==> src/rtl/mindfocus_pkg.sv <==
// Shared types and constants for the MindFocus round engine.
package mindfocus_pkg;

  // FSM state codes, also exported on db_estado
  typedef enum logic [3:0] {
    ST_OCIOSO  = 4'd0,
    ST_SORTEIA = 4'd1,
    ST_SOLTA   = 4'd2,
    ST_ESPERA  = 4'd3,
    ST_AVALIA  = 4'd4,
    ST_PROXIMA = 4'd5,
    ST_FIM     = 4'd6
  } estado_t;

  localparam int unsigned      LFSR_W    = 16;
  // Galois form of x^16 + x^14 + x^13 + x^11 + 1
  localparam logic [LFSR_W-1:0] LFSR_TAPS = 16'hB400;
  localparam logic [LFSR_W-1:0] LFSR_SEED = 16'hACE1;

  localparam int unsigned CNT_W   = 8;
  localparam logic [7:0]  SAT_MAX = 8'hFF;

  // Packed score snapshot carried between scoring and the output registers
  typedef struct packed {
    logic [CNT_W-1:0] acertos;
    logic [CNT_W-1:0] erros;
  } placar_t;

  // Saturating 8-bit increment
  function automatic logic [CNT_W-1:0] sat_inc(input logic [CNT_W-1:0] v);
    return (v == SAT_MAX) ? v : v + CNT_W'(1);
  endfunction

  // One right-shift Galois step; a nonzero state never maps to zero
  function automatic logic [LFSR_W-1:0] lfsr_step(input logic [LFSR_W-1:0] v);
    return v[0] ? ((v >> 1) ^ LFSR_TAPS) : (v >> 1);
  endfunction

endpackage

==> src/rtl/mindfocus_lfsr.sv <==
// Free-running 16-bit Galois LFSR with reseed from a cycle counter.
// Exposes only the low OUT_W bits needed for target selection.
module mindfocus_lfsr
  import mindfocus_pkg::*;
#(
  parameter int unsigned OUT_W = 2
) (
  input  logic             clock,
  input  logic             reset,
  input  logic             reload,
  output logic [OUT_W-1:0] bits_baixos
);

  logic [LFSR_W-1:0] valor_q;
  logic [LFSR_W-1:0] ciclos_q;
  logic [LFSR_W-1:0] mix_c;

  assign mix_c       = valor_q ^ ciclos_q;
  assign bits_baixos = valor_q[OUT_W-1:0];

  // Step every cycle; on reload mix in the cycle count, never allowing zero
  always_ff @(posedge clock or negedge reset) begin
    if (!reset) begin
      valor_q  <= LFSR_SEED;
      ciclos_q <= '0;
    end else begin
      ciclos_q <= ciclos_q + LFSR_W'(1);
      if (reload) begin
        valor_q <= (mix_c == '0) ? LFSR_W'(1) : mix_c;
      end else begin
        valor_q <= lfsr_step(valor_q);
      end
    end
  end

endmodule

==> src/rtl/mindfocus_round_engine.sv <==
// MindFocus round engine: draws a target, waits for a press, scores
// hit / wrong press / timeout over N_RODADAS rounds.
// Optional: MINDFOCUS_NO_REPEAT_EN forbids equal consecutive targets.
module mindfocus_round_engine
  import mindfocus_pkg::*;
#(
  parameter int unsigned N_BOTOES  = 4,
  parameter int unsigned N_RODADAS = 3,
  parameter int unsigned TIMEOUT   = 1000
) (
  input  logic                clock,
  input  logic                reset,
  input  logic                iniciar,
  input  logic [N_BOTOES-1:0] botoes,
  output logic [N_BOTOES-1:0] alvo,
  output logic [7:0]          acertos,
  output logic [7:0]          erros,
  output logic [7:0]          rodada,
  output logic [15:0]         tempo_reacao,
  output logic                pronto,
  output logic                fim,
  output logic [3:0]          db_estado
);

  localparam int unsigned K     = $clog2(N_BOTOES);
  // One extra bit so N_BOTOES itself can encode "no previous target"
  localparam int unsigned IDX_W = K + 1;

  estado_t             estado;
  logic [N_BOTOES-1:0] sync1_q, sync2_q;
  logic                any_q;
  logic                press_c;
  logic [N_BOTOES-1:0] press_vec_q;
  logic [N_BOTOES-1:0] tgt_q;
  logic [31:0]         rt_q;
  logic [K-1:0]        lfsr_bits;
  logic                reload_c;
  logic [IDX_W-1:0]    raw_c, draw_c;
  logic [N_BOTOES-1:0] tgt_c;
  logic                hit_c;
  placar_t             placar_c;
`ifdef MINDFOCUS_NO_REPEAT_EN
  logic [IDX_W-1:0]    prev_idx_q;
`endif

  assign reload_c = iniciar && ((estado == ST_OCIOSO) || (estado == ST_FIM));

  mindfocus_lfsr #(.OUT_W(K)) u_lfsr (
    .clock      (clock),
    .reset      (reset),
    .reload     (reload_c),
    .bits_baixos(lfsr_bits)
  );

  // Two-flop synchroniser plus previous OR for rising-edge press detection
  always_ff @(posedge clock or negedge reset) begin
    if (!reset) begin
      sync1_q <= '0;
      sync2_q <= '0;
      any_q   <= 1'b0;
    end else begin
      sync1_q <= botoes;
      sync2_q <= sync1_q;
      any_q   <= |sync2_q;
    end
  end

  assign press_c = (|sync2_q) & ~any_q;

  // Target index: fold into range, optionally step past the previous target
  always_comb begin
    raw_c = IDX_W'(lfsr_bits);
    if (raw_c >= IDX_W'(N_BOTOES)) begin
      raw_c = raw_c - IDX_W'(N_BOTOES);
    end
    draw_c = raw_c;
`ifdef MINDFOCUS_NO_REPEAT_EN
    if (raw_c == prev_idx_q) begin
      draw_c = (raw_c == IDX_W'(N_BOTOES - 1)) ? '0 : raw_c + IDX_W'(1);
    end
`endif
    tgt_c = N_BOTOES'(1) << draw_c;
  end

  // Scoring of the current round; a timeout leaves press_vec at zero so it never matches
  always_comb begin
    hit_c            = (press_vec_q == tgt_q);
    placar_c.acertos = hit_c ? sat_inc(acertos) : acertos;
    placar_c.erros   = hit_c ? erros : sat_inc(erros);
  end

  assign db_estado = estado;

  // Round sequencing with registered outputs
  always_ff @(posedge clock or negedge reset) begin
    if (!reset) begin
      estado       <= ST_OCIOSO;
      alvo         <= '0;
      tgt_q        <= '0;
      press_vec_q  <= '0;
      rt_q         <= '0;
      acertos      <= '0;
      erros        <= '0;
      rodada       <= '0;
      tempo_reacao <= '0;
      pronto       <= 1'b1;
      fim          <= 1'b0;
`ifdef MINDFOCUS_NO_REPEAT_EN
      prev_idx_q   <= IDX_W'(N_BOTOES);
`endif
    end else begin
      fim <= 1'b0;
      case (estado)
        ST_OCIOSO, ST_FIM: begin
          alvo <= '0;
          if (iniciar) begin
            acertos      <= '0;
            erros        <= '0;
            rodada       <= '0;
            tempo_reacao <= '0;
            pronto       <= 1'b0;
            estado       <= ST_SORTEIA;
          end
        end
        ST_SORTEIA: begin
          tgt_q  <= tgt_c;
          alvo   <= tgt_c;
`ifdef MINDFOCUS_NO_REPEAT_EN
          prev_idx_q <= draw_c;
`endif
          estado <= ST_SOLTA;
        end
        ST_SOLTA: begin
          if (sync2_q == '0) begin
            rt_q   <= '0;
            estado <= ST_ESPERA;
          end
        end
        ST_ESPERA: begin
          if (press_c) begin
            press_vec_q <= sync2_q;
            alvo        <= '0;
            estado      <= ST_AVALIA;
          end else if (rt_q == 32'(TIMEOUT - 1)) begin
            press_vec_q <= '0;
            alvo        <= '0;
            estado      <= ST_AVALIA;
          end else begin
            rt_q <= rt_q + 32'd1;
          end
        end
        ST_AVALIA: begin
          acertos      <= placar_c.acertos;
          erros        <= placar_c.erros;
          tempo_reacao <= (rt_q > 32'h0000_FFFF) ? 16'hFFFF : rt_q[15:0];
          if (rodada == 8'(N_RODADAS - 1)) begin
            fim    <= 1'b1;
            pronto <= 1'b1;
            estado <= ST_FIM;
          end else begin
            estado <= ST_PROXIMA;
          end
        end
        ST_PROXIMA: begin
          rodada <= sat_inc(rodada);
          estado <= ST_SORTEIA;
        end
        default: begin
          alvo   <= '0;
          pronto <= 1'b1;
          estado <= ST_OCIOSO;
        end
      endcase
    end
  end

endmodule

==> config.mk <==
export PLATFORM = sky130hd
export DESIGN_NAME = mindfocus_round_engine
export DESIGN_NICKNAME = d
export VERILOG_FILES = /design/src/rtl/mindfocus_pkg.sv /design/src/rtl/mindfocus_lfsr.sv /design/src/rtl/mindfocus_round_engine.sv
export SDC_FILE = /design/constraint.sdc
export NUM_CORES = 1
export LEC_CHECK = 0
export ABC_AREA = 1
export ABC_CLOCK_PERIOD_IN_PS = 5380
export CAP_MARGIN = 20
export CORE_MARGIN = 5
export CORE_UTILIZATION = 40
export CTS_BUF_LIST = sky130_fd_sc_hd__clkbuf_8
export DETAILED_ROUTE_END_ITERATION = 10
export DONT_BUFFER_PORTS = 1
export PLACE_DENSITY_LB_ADDON = 0.2
export SKIP_CTS_REPAIR_TIMING = 1
export SLEW_MARGIN = 20
export SYNTH_ARGS = -nofsm -noshare
export SYNTH_HDL_FRONTEND = slang
export SYNTH_SLANG_ARGS = --single-unit
==> constraint.sdc <==
create_clock -name clock -period 5.38 [get_ports clock]
set_clock_uncertainty 0.2 [all_clocks]
set_input_delay 1.614 -clock clock [delete_from_list [all_inputs] [get_ports clock]]
set_output_delay 1.614 -clock clock [all_outputs]
set_load 0.02 [all_outputs]
Word-level counts from Yosys, hierarchy flattened --
Cells that the tools add are included.
Word-level totals: bits in registers 131, output and inout port bits 50, bits of input ports 7, word-level logic and storage cells 108
Cells by class: shift operators 1, add/subtract/negate cells 5, bitwise logic cells 6, reduce and logical (&&, ||, !) cells 22, $lt $le $gt $ge 1, equality and inequality tests 23, mux-type cells 34
Operators by type and width (count):
- 2-to-1 mux 32 bit | 3
- 2-to-1 mux 16 bit | 5
- case mux 32 bit (2 select lines) | 1
- 2-to-1 mux 8 bit | 6
- case mux 8 bit (2 select lines) | 3
- adder 32 x 1 -> 32 bit (second input constant) | 1
- == test 32 x 10 -> 1 bit (second input constant) | 1
- greater-than comparator 32 x 16 -> 1 bit (second input constant) | 1
- case mux 16 bit (2 select lines) | 1
- 2-to-1 mux 4 bit | 7
- adder 8 x 1 -> 8 bit (second input constant) | 3
- == test 8 bit (second input constant) | 3
- case mux 4 bit (6 select lines) | 1
- inequality test 2 bit (second input constant) | 10
- adder 16 x 1 -> 16 bit (second input constant) | 1
- logical NOT 16 bit | 1
- XOR 16 bit | 1
- == test 4 x 3 -> 1 bit (second input constant) | 3
- case mux 4 bit (3 select lines) | 1
- AND reduction 4 bit | 3
- AND reduction 3 bit | 3
- == test 4 x 2 -> 1 bit (second input constant) | 2
- == test 8 x 2 -> 1 bit (second input constant) | 1
- logical NOT 4 bit | 2
- other kinds (17) | 28

Logic depth before layout (Yosys ltp) --
Gate-level depths: netlist of run 1.
depth after elaboration 4, gate-level depth with buffers 11, gate-level depth less buffers 11

By module --
From an unflattened synthesis of run 1, not the netlist that was laid out.
Second synthesis, totals: cells, all modules 982, area total of the unflattened synthesis 7335.8 um2
Modules (own cells, without submodules):
- mindfocus_round_engine | sequential area each 2453.6 um2, cells each 766, area an instance 5675.4 um2, instances 1
- mindfocus_lfsr | sequential area each 810.8 um2, cells each 216, area an instance 1660.3 um2, instances 1

Worst setup path after synthesis of run 1 --
Ideal clock, no wire load.
path type in2reg, start point input iniciar, end point register rodada[3], data required time 5053 ps, slack 2933 ps, buffers on the path 0, arrival 2120 ps, setup time 127 ps, cell stages on the path 6, path through nor2_1 -> inv_2 -> nand2_1 -> nor2_2 -> nand2_1 -> o21ai_1
On the way: word-level cells in the longest chain between the ends 2
Ends and longest elaborated chain:
- from (decl) | line mindfocus_round_engine.sv:13 | input logic iniciar,
- inequality test 2 bit (no line)
- AND reduction 3 bit (no line)
- to (signal assigned) | line mindfocus_round_engine.sv:165 | rodada <= sat_inc(rodada);
- to (decl) | line mindfocus_round_engine.sv:18 | output logic [7:0] rodada,
Every way passes these cells. A chain may end at the register's enable or synchronous reset.

Final worst setup path of run 1 --
start point register estado[2] (netlist: db_estado[2]), end point register rt_q[9]
On the way: word-level cells in the longest chain between the ends 3, elaborated cells on any way between the ends 8, classes of those cells 5 x eq/ne; 1 x mux; 2 x reduce/logical
Ends and longest elaborated chain:
- from (decl) | line mindfocus_round_engine.sv:29 | estado_t estado;
- from (signal assigned) | line mindfocus_round_engine.sv:97 | estado <= ST_OCIOSO;
- from (signal assigned) | line mindfocus_round_engine.sv:122 | estado <= ST_SORTEIA;
- from (signal assigned) | line mindfocus_round_engine.sv:131 | estado <= ST_SOLTA;
- == test 4 x 2 -> 1 bit | line mindfocus_round_engine.sv:113 | case (estado)
- inequality test 2 bit (no line) or nonzero test 2 bit (tied branches)
- AND reduction 4 bit (no line)
- to (signal assigned) | line mindfocus_round_engine.sv:149 | rt_q <= rt_q + 32'd1;
- to (decl) | line mindfocus_round_engine.sv:35 | logic [31:0] rt_q;
Parallel ways exist; a longest one is shown, timed or not.

==> impl_metrics.yaml, run 1 <==
timing:
  slew_headroom_pct: 45.2
  rsz0062_at_grt: "no"
  report.final.slew_viol_count: 0
  fin_ws_ps: 2020
  setup-tns-final_ps: 0
  period_share_pct: 62.4
  hold_viol: 0
  worst_pin_slew_ps: 820
  setup_violations: 0
  hold_ws_ps: 152
  fmax_mhz: 298
  min_period_ps: 3360
worst_setup_path:
  crit_chain: "inv_2 > nand2_1 > nor2_2 > inv_2 > nor2_2 > nand2_2 > nand2_1 > buf_8 > nand2_1 > nand2_1"
  cp.required_ps: 5510
  r2r_setup_slack_ps: 2020
  worstRegToRegCells: 10
  slowest_stage: "nand2_2"
  path_buf_inv: 3
  arrival_ps: 3490
  rr_endpoint: "rt_q[9]"
  crit_cells: 10
  path_max_fanout: 39
  cp-start-kind: "flip-flop"
  slowest_delay_ps: 630
  cpLargestDelayFamily: "simple AND/OR/NAND/NOR gates"
  worstSetupEndpointType: "flip-flop"
  crit_type: "flip-flop to flip-flop"
  timing.rr.start: "db_estado[2]"
  cp_common_cell: "nand2_1"
logic_synthesis:
  syn-num-nets: 963
  ys.warnings.count: 0
  synthTopCellsByCount: "320 x nand2_1, 132 x nor2_1, 121 x dfrtp_1"
  ys_types: 31
  syn_avg_cell_area_sq_um: 7.51
  ys.flop_type: "dfrtp_1"
  synth_area_leaders: "dfrtp_1 42%, nand2_1 17%, nand3_1 7.2%"
  synth_edf_count: 0
  synth_top_area_share_pct: 42.4
  post-synth-top-area-cell: "dfrtp_1"
  netlist_area_sq_um: 7140
  syn_inst: 950
  synth_seq_area_share_pct: 45.7
  synth_seq_cells: 130
  synth.most_common_cell: "nand2_1"
  ys_async_sr_fraction_pct: 100
global_routing:
  grt_pass1_vias: 5431
  grt_max_degree: 131
  grt_antenna_before_repair: 0
  grt.total_usage_pct: 16.7
  grt_pass1_wl_microns: 27600
  gr-total-overflow: 0
clocking:
  cts_sinks: 130
  clk_latency_ps: 450
  clk_path_buf_depth: 2
  cts_inserted_buffers: 17
  htreeDepth: 4
  ctsRootBufferMaster: "clkbuf_8"
  cts_tree: "built"
  clk_pin_slew_ps: 80
power:
  pwr-share-clk_pct: 26.7
  p_switching_mw: 1.09
  max-vdd-ir-drop_v: 0.000158
  p_total_mw: 2.80
  p_per_area_nw_per_um2: 366
  combPwrFrac_pct: 25.0
  power.internal_mw: 1.71
  p_leak_nw: 3.66
  switching_share_pct: 38.8
  seqPwrFrac_pct: 48.3
die:
  start_util_pct: 41.0
  io_pins: 57
  die_h_microns: 144
  die_w_microns: 144
  core_area_sq_um: 17400
  rows: 48
  die-area_sq_um: 20600
routing:
  antenna_left: 0
  wl_microns: 16300
  vias: 5747
  drtIter0Drc: 307
  firstDrtPassIters: 6
  viasPerCell: 4.86
  post_drt_wl_per_cell_microns: 13.8
  drc: 0
place:
  portBuffers: 0
  place_ws_ps: 1840
  gp_congestion: 0.887
  dpl_cell_area_sq_um: 7270
  place_hpwl_microns: 11600
  numPlacedInstances: 1149
worst_hold_path:
  whs_endpoint: "sync2_q[3]"
  hold_class: "flip-flop to flip-flop"
  whs_path_depth: 0
  hp-start: "sync1_q[3]"
layout:
  stdcell_count: 1182
  final_util_pct: 43.9
  area_delta_synth_final_pct: 7.19
  final_area_sq_um: 7650
  nNetsFinal: 957
  antennaDiodeCount: 0
  layout-drive-gt1-share_pct: 9.09
  final.fill_count: 1762
status:
  status: "complete, no violations"
run:
  cap_violations: 0
==> cells by family (layout without fill, tap and decap cells) <==
group	after synthesis	count (layout)	share of synthesized area, %
adders and majority gates	6	6	1.05
and+or+nand+nor	613	613	36.8
AOI/OAI and AO/OA	40	40	2.82
DFF	130	130	45.7
xor gates and xnor gates	62	62	7.61
buffers and inverters	98	105	5.98
other	1	1	0.0525
==> worst register-to-register path, delay by kind of cell (launching register included) <==
family        cells  cell delay, ps
buf+inv           3             840
simple gates      7            1650
flops             1             550
==> layer usage <==
metal | track usage (%) | share of wire (%) | vias to the layer above
met2 | 25.1 | 44 | 117
met4 | 5.35 | 1.4 | 0
met1 | 23.6 | 49 | 2628
met5 | 0 | 0 | -
li1 | - | - | 2983
met3 | 4.33 | 5.9 | 19
==> power by group through the flow <==
| stage | Clock (mW) | Sequential (mW) | Combinational (mW) |
|---|---|---|---|
| 4_1_cts | 0.777 | 1.36 | 0.700 |
| 5_1_grt | 0.821 | 1.38 | 0.812 |
| 2_1_floorplan | 0 | 1.31 | 0.597 |
| 3_3_place_gp | 0 | 1.37 | 0.692 |
| 6_report | 0.748 | 1.35 | 0.699 |
| 3_5_place_dp | 0 | 1.37 | 0.701 |
==> flip-flops by register name, indices dropped and copies added (netlist names), 8 cells and up <==
register / count
rt_q: 32
rodada: 8
u_lfsr.valor_q: 16
tempo_reacao: 16
u_lfsr.ciclos_q: 16
acertos: 8
erros: 8
==> area by class of cell <==
| cell class | instances | area [sq um] | share of cell area, % |
|---|---|---|---|
| clock buffers | 20 | 275 | 3.60 |
| clock inverters | 12 | 86.3 | 1.13 |
| inverters | 69 | 259 | 3.39 |
| multi-input cells | 722 | 3450 | 45.1 |
| flip-flops and latches | 130 | 3260 | 42.7 |
| well taps | 225 | 282 | 3.68 |
| repair buffers | 4 | 37.5 | 0.491 |
==> layout by cell type, fill, tap and decap left out <==
master and n:
nor3_1 9, buf_8 1, dfstp_2 9, nor3b_1 6, o21ai_0 27, nor3_2 1, conb_1 1, inv_1 57
nor2_2 10, buf_4 3, nor2_1 132, nand2_2 6, clkinvlp_4 4, or2_2 2, clkbuf_8 20, inv_2 12
a31oi_1 1, inv_8 1, nand3_2 10, nor2_4 2, o21ai_1 11, clkinv_1 1, xor2_1 35, clkinv_2 3
xnor2_1 27, dfrtp_1 121, a21oi_1 1, ha_1 6, nand4_1 13, nand3_1 102, nand2_1 320, clkinv_4 3
==> how the worst max path moves through the flow <==
stage,to,startpoint
3_3_place_gp,rt_q[13],db_estado[2]
3_5_place_dp,rt_q[22],db_estado[2]
2_1_floorplan,rodada[3],iniciar
6_report,rt_q[9],db_estado[2]
4_1_cts,rt_q[22],db_estado[2]
5_1_grt,rt_q[15],db_estado[2]
Note: power is estimated with default switching activity, not from simulation.
==> run 2: changes to the inputs <==
- ABC_CLOCK_PERIOD_IN_PS: 5380 -> 3500
- clock period: 5.38 -> 3.5 ns (I/O delays scaled with it)
==> run 2 against run 1 <==
Net effect:
- setup slack lost 1200 ps
- worst hold slack lost 69 ps
- cell count grew 0.17%
- core utilization grew 0.20 points
- critical path depth shrank 1
- largest cell class unchanged
- highest routed layer unchanged
==> impl_metrics.yaml, run 2 (synthesized netlist as in run 1, its figures left out) <==
place:
  gp_congestion: 0.912
  place_hpwl_microns: 11600
  place_ws_ps: 881
  portBuffers: 0
timing:
  fin_ws_ps: 845
  fmax_mhz: 377
  hold_viol: 0
  slew_headroom_pct: 60.0
  worst_pin_slew_ps: 594
  period_share_pct: 75.8
  rsz0062_at_grt: "no"
  setup-tns-final_ps: 0
  setup_violations: 0
  min_period_ps: 2650
  report.final.slew_viol_count: 0
global_routing:
  grt.total_usage_pct: 16.6
  grt_pass1_wl_microns: 27700
  grt_pass1_vias: 5331
  grt_antenna_before_repair: 0
  grt_max_degree: 131
  gr-total-overflow: 0
clocking:
  clk_pin_slew_ps: 80
  cts_sinks: 130
  cts_inserted_buffers: 17
  cts_tree: "built"
  clk_path_buf_depth: 2
  clk_latency_ps: 450
  ctsRootBufferMaster: "clkbuf_8"
  htreeDepth: 4
routing:
  vias: 5801
  wl_microns: 16500
  firstDrtPassIters: 4
  drc: 0
  antenna_left: 0
  viasPerCell: 4.90
  post_drt_wl_per_cell_microns: 14.0
  drtIter0Drc: 328
die:
  die-area_sq_um: 20600
  rows: 48
  io_pins: 57
  core_area_sq_um: 17400
  die_h_microns: 144
  start_util_pct: 41.0
  die_w_microns: 144
worst_setup_path:
  arrival_ps: 2850
  slowest_delay_ps: 610
  crit_type: "flip-flop to flip-flop"
  path_max_fanout: 33
  cp.required_ps: 3690
  cp_common_cell: "nand2_1"
  slowest_stage: "dfrtp_1"
  cp-start-kind: "flip-flop"
  worstSetupEndpointType: "flip-flop"
  cpLargestDelayFamily: "simple AND/OR/NAND/NOR gates"
  crit_chain: "nand2_1 > nor2_2 > inv_2 > nor2_2 > nand2_2 > nand2_1 > buf_4 > nand2_1 > nand2_1"
  path_buf_inv: 2
layout:
  top_register: "rt_q"
  area_delta_synth_final_pct: 7.68
  largest_reg_flops: 32
  nNetsFinal: 959
  layout-drive-gt1-share_pct: 9.38
  antennaDiodeCount: 0
  layout_commonest_cell: "nand2_1"
  final_cell_mix: "320 x nand2_1, 132 x nor2_1, 121 x dfrtp_1, 102 x nand3_1, 56 x inv_1"
run:
  cap_violations: 0
power:
  switching_share_pct: 39.1
  max-vdd-ir-drop_v: 0.000276
  seqPwrFrac_pct: 46.8
  p_per_area_nw_per_um2: 576
  pwr-share-clk_pct: 28.4
  p_leak_nw: 3.67
  combPwrFrac_pct: 24.8
  p_switching_mw: 1.73
  power.internal_mw: 2.70
status:
  status: "complete, no violations"
worst_hold_path:
  hold_class: "primary input to asynchronous set/reset pin"
run 2: cell count changes in the layout (fill, tap and decap cells not counted), sizes merged:
| cell | previous run | this run |
|---|---|---|
| clkinv | 7 | 4 |
| clkbuf | 20 | 19 |
| buf | 4 | 6 |
| inv | 70 | 72 |
| clkinvlp | 4 | 5 |
| bufinv | 0 | 1 |
run 2: path summary, 6_finish.rpt:
check | start | end | slack (ps) | cells after the start
max | db_estado[1] | rt_q[3] | 850 | 9
min | reset | rodada[2] | 80 | 0
max reg2reg | db_estado[1] | rt_q[3] | 850 | 9
min reg2reg | sync1_q[1] | sync2_q[1] | 150 | 0
max in group asynchronous | reset | u_lfsr.valor_q[11] | 2760 | 0
min in group clock | sync1_q[1] | sync2_q[1] | 150 | 0
run 2: area by class of cell:
class / count / area (sq um)
fill: 1770 / 9730
multi-input combinational: 722 / 3450
sequential: 130 / 3260
tap: 225 / 282
clock buffer: 19 / 262
inverter: 69 / 259
clock inverter: 13 / 128
timing repair buffer: 6 / 45.0
run 2: stage by stage:
stage | hold slack [ps] | utilization, % | cells | total power [mW] | cell area, sq um
final | 83.4 | 44.1 | 1184 | 4.43 | 7690
after global routing | 48.3 | 44.1 | 1184 | 4.72 | 7690
after CTS | 51.7 | 44.1 | 1184 | 4.48 | 7690
after detailed placement | 136 | 41.9 | 1152 | 3.20 | 7300
after global placement | 133 | 41.9 | 1152 | 3.20 | 7300
after floorplan | 131 | - | 950 | 2.94 | 7140
run 2: routing by layer:
| layer | share of wire, % | up-vias | wire length (microns) | global-route usage, % |
|---|---|---|---|---|
| met5 | 0 | - | 0 | 0 |
| met4 | 1.4 | 0 | 227 | 5.40 |
| met3 | 4.9 | 20 | 817 | 3.46 |
| met2 | 43 | 112 | 7130 | 25.1 |
| met1 | 51 | 2673 | 8380 | 23.9 |
| li1 | - | 2996 | - | - |
run 2: power by group through the flow:
stage / logic, mW / registers, mW / clock network, mW
floorplan: 0.918 / 2.02 / 0
global placement: 1.09 / 2.10 / 0
global route: 1.24 / 2.11 / 1.36
CTS: 1.10 / 2.08 / 1.30
detailed placement: 1.09 / 2.11 / 0
finish: 1.10 / 2.07 / 1.26
==> run 3: changes to the inputs <==
- ABC_CLOCK_PERIOD_IN_PS: 3500 -> 2300
- clock period: 3.5 -> 2.3 ns (I/O delays scaled with it)
==> run 3 against run 2 <==
Net effect:
- the run now ends with hold timing left
- wire length is 0.85% higher
- non-clock buffer count increased by 13
- clock power up 68%
- via count up 0.36%
- sequential power up 49%
- critical path depth is 2 higher
- combinational power grew 69%
- die area did not move
- global-route usage up 0.38 points
- fmax grew 28%
- cell count is 1.1% higher
- critical path type unchanged
==> impl_metrics.yaml, run 3 (synthesized netlist as in run 1, its figures left out) <==
run:
  cap_violations: 0
timing:
  fin_ws_ps: 229
  setup-tns-final_ps: 0
  min_period_ps: 2070
  rsz0062_at_grt: "no"
  slew_headroom_pct: 59.3
  period_share_pct: 90.0
  hold_ws_ps: -277
  worst_pin_slew_ps: 605
  setup_violations: 0
  fmax_mhz: 483
  hold_viol: 130
  report.final.slew_viol_count: 0
place:
  portBuffers: 0
  place_hpwl_microns: 11900
  place_ws_ps: 236
  numPlacedInstances: 1165
  gp_congestion: 0.912
power:
  p_total_mw: 7.06
  power.internal_mw: 4.46
  max-vdd-ir-drop_v: 0.000386
  switching_share_pct: 36.8
  pwr-share-clk_pct: 30.0
  p_switching_mw: 2.60
  p_per_area_nw_per_um2: 900
  p_leak_nw: 3.77
  combPwrFrac_pct: 26.3
  seqPwrFrac_pct: 43.7
die:
  die_w_microns: 144
  io_pins: 57
  start_util_pct: 41.0
  core_area_sq_um: 17400
  die_h_microns: 144
  rows: 48
  die-area_sq_um: 20600
worst_setup_path:
  crit_type: "flip-flop to flip-flop"
  timing.rr.start: "rt_q[0]"
  r2r_setup_slack_ps: 230
  worstRegToRegCells: 11
  arrival_ps: 2210
  path_max_fanout: 30
  worstSetupEndpointType: "flip-flop"
  cp.required_ps: 2440
  rr_endpoint: "rt_q[25]"
  cp-start-kind: "flip-flop"
global_routing:
  grt_antenna_before_repair: 0
  grt_pass1_vias: 5454
  use_met3_pct: 4.43
  grt_pass1_wl_microns: 28100
  gr-total-overflow: 0
  grt_use_met1_pct: 25.0
  grt_max_degree: 131
  grt.total_usage_pct: 17.0
  use_met2_pct: 25.1
  grt.busiest_layer: "met2"
clocking:
  cts_sinks: 130
  htreeDepth: 4
  cts_tree: "built"
  clk_pin_slew_ps: 80
  clk_latency_ps: 450
  clk_path_buf_depth: 2
  cts_inserted_buffers: 17
  ctsRootBufferMaster: "clkbuf_8"
layout:
  area_delta_synth_final_pct: 9.92
  top_register: "rt_q"
  stdcell_count: 1197
  layout_commonest_cell: "nand2_1"
  nNetsFinal: 972
  final_cell_mix: "320 x nand2_1, 132 x nor2_1, 121 x dfrtp_1, 102 x nand3_1, 58 x inv_1"
  final.fill_count: 1759
  layout-drive-gt1-share_pct: 10.4
  multi_input_area_sq_um: 3450
  seqCellArea_sq_um: 3260
  largest_reg_flops: 32
  antennaDiodeCount: 0
routing:
  viasPerCell: 4.86
  drc: 0
  vias: 5822
  post_drt_wl_per_cell_microns: 13.9
  firstDrtPassIters: 4
  wl_microns: 16700
  drtIter0Drc: 456
  antenna_left: 0
worst_hold_path:
  hold_class: "primary input to asynchronous set/reset pin"
status:
  violations: "hold timing"
  status: "complete, but fails checks"
run 3: cell count changes in the layout (fill, tap and decap cells not counted), sizes merged:
cell      before  now
bufinv         1    4
clkbuf        19   17
clkinvlp       5    2
clkinv         4    6
buf            6   19
run 3: cell type report:
| cell class | count | area share (%) |
|---|---|---|
| clock inverters | 15 | 2.46 |
| flip-flops and latches | 130 | 41.6 |
| repair buffers | 19 | 2.14 |
| clock buffers | 17 | 2.98 |
| well taps | 225 | 3.59 |
| multi-input cells | 722 | 43.9 |
| inverters | 69 | 3.30 |
run 3: metal layers:
metal / vias to the layer above / part of all wire, %
li1: 3006 / -
met1: 2718 / 50
met2: 84 / 43
met3: 14 / 5.5
met4: 0 / 1.0
met5: - / 0
run 3: worst max path at each step:
stage | endpoint | start | slack [ps]
6_report | rt_q[25] | rt_q[0] | 230
5_1_grt | rt_q[25] | rt_q[0] | 20
4_1_cts | rt_q[25] | rt_q[0] | 220
3_5_place_dp | rt_q[25] | rt_q[0] | 240
3_3_place_gp | acertos[3] | db_estado[2] | 310
2_1_floorplan | erros[0] | erros[0] | 500
run 3: worst max-delay path, stage by stage, from the launching register on:
cell     delay (ps)
dfrtp_1         450
ha_1            280
inv_2            80
nor2_1           90
nand3_1          90
nor2_2          100
nand2_2          80
nand2_2         150
nand2_1         110
buf_12          180
nand2_1          80
nand2_1          50
run 3: power by group through the flow:
stage | clock (mW) | sequential (mW) | combinational [mW]
floorplan | 0 | 3.07 | 1.40
global placement | 0 | 3.13 | 1.87
finish | 2.12 | 3.08 | 1.86
detailed placement | 0 | 3.13 | 1.89
CTS | 2.17 | 3.09 | 1.89
global route | 2.28 | 3.13 | 2.12
run 3: through the flow:
| stage | util, % | hold WS, ps | area (sq um) |
|---|---|---|---|
| final | 45.1 | -277 | 7850 |
| after global routing | 45.1 | -317 | 7850 |
| after CTS | 45.1 | -298 | 7850 |
| after detailed placement | 42.6 | 135 | 7420 |
| after global placement | 42.6 | 136 | 7420 |
| after floorplan | - | 131 | 7140 |
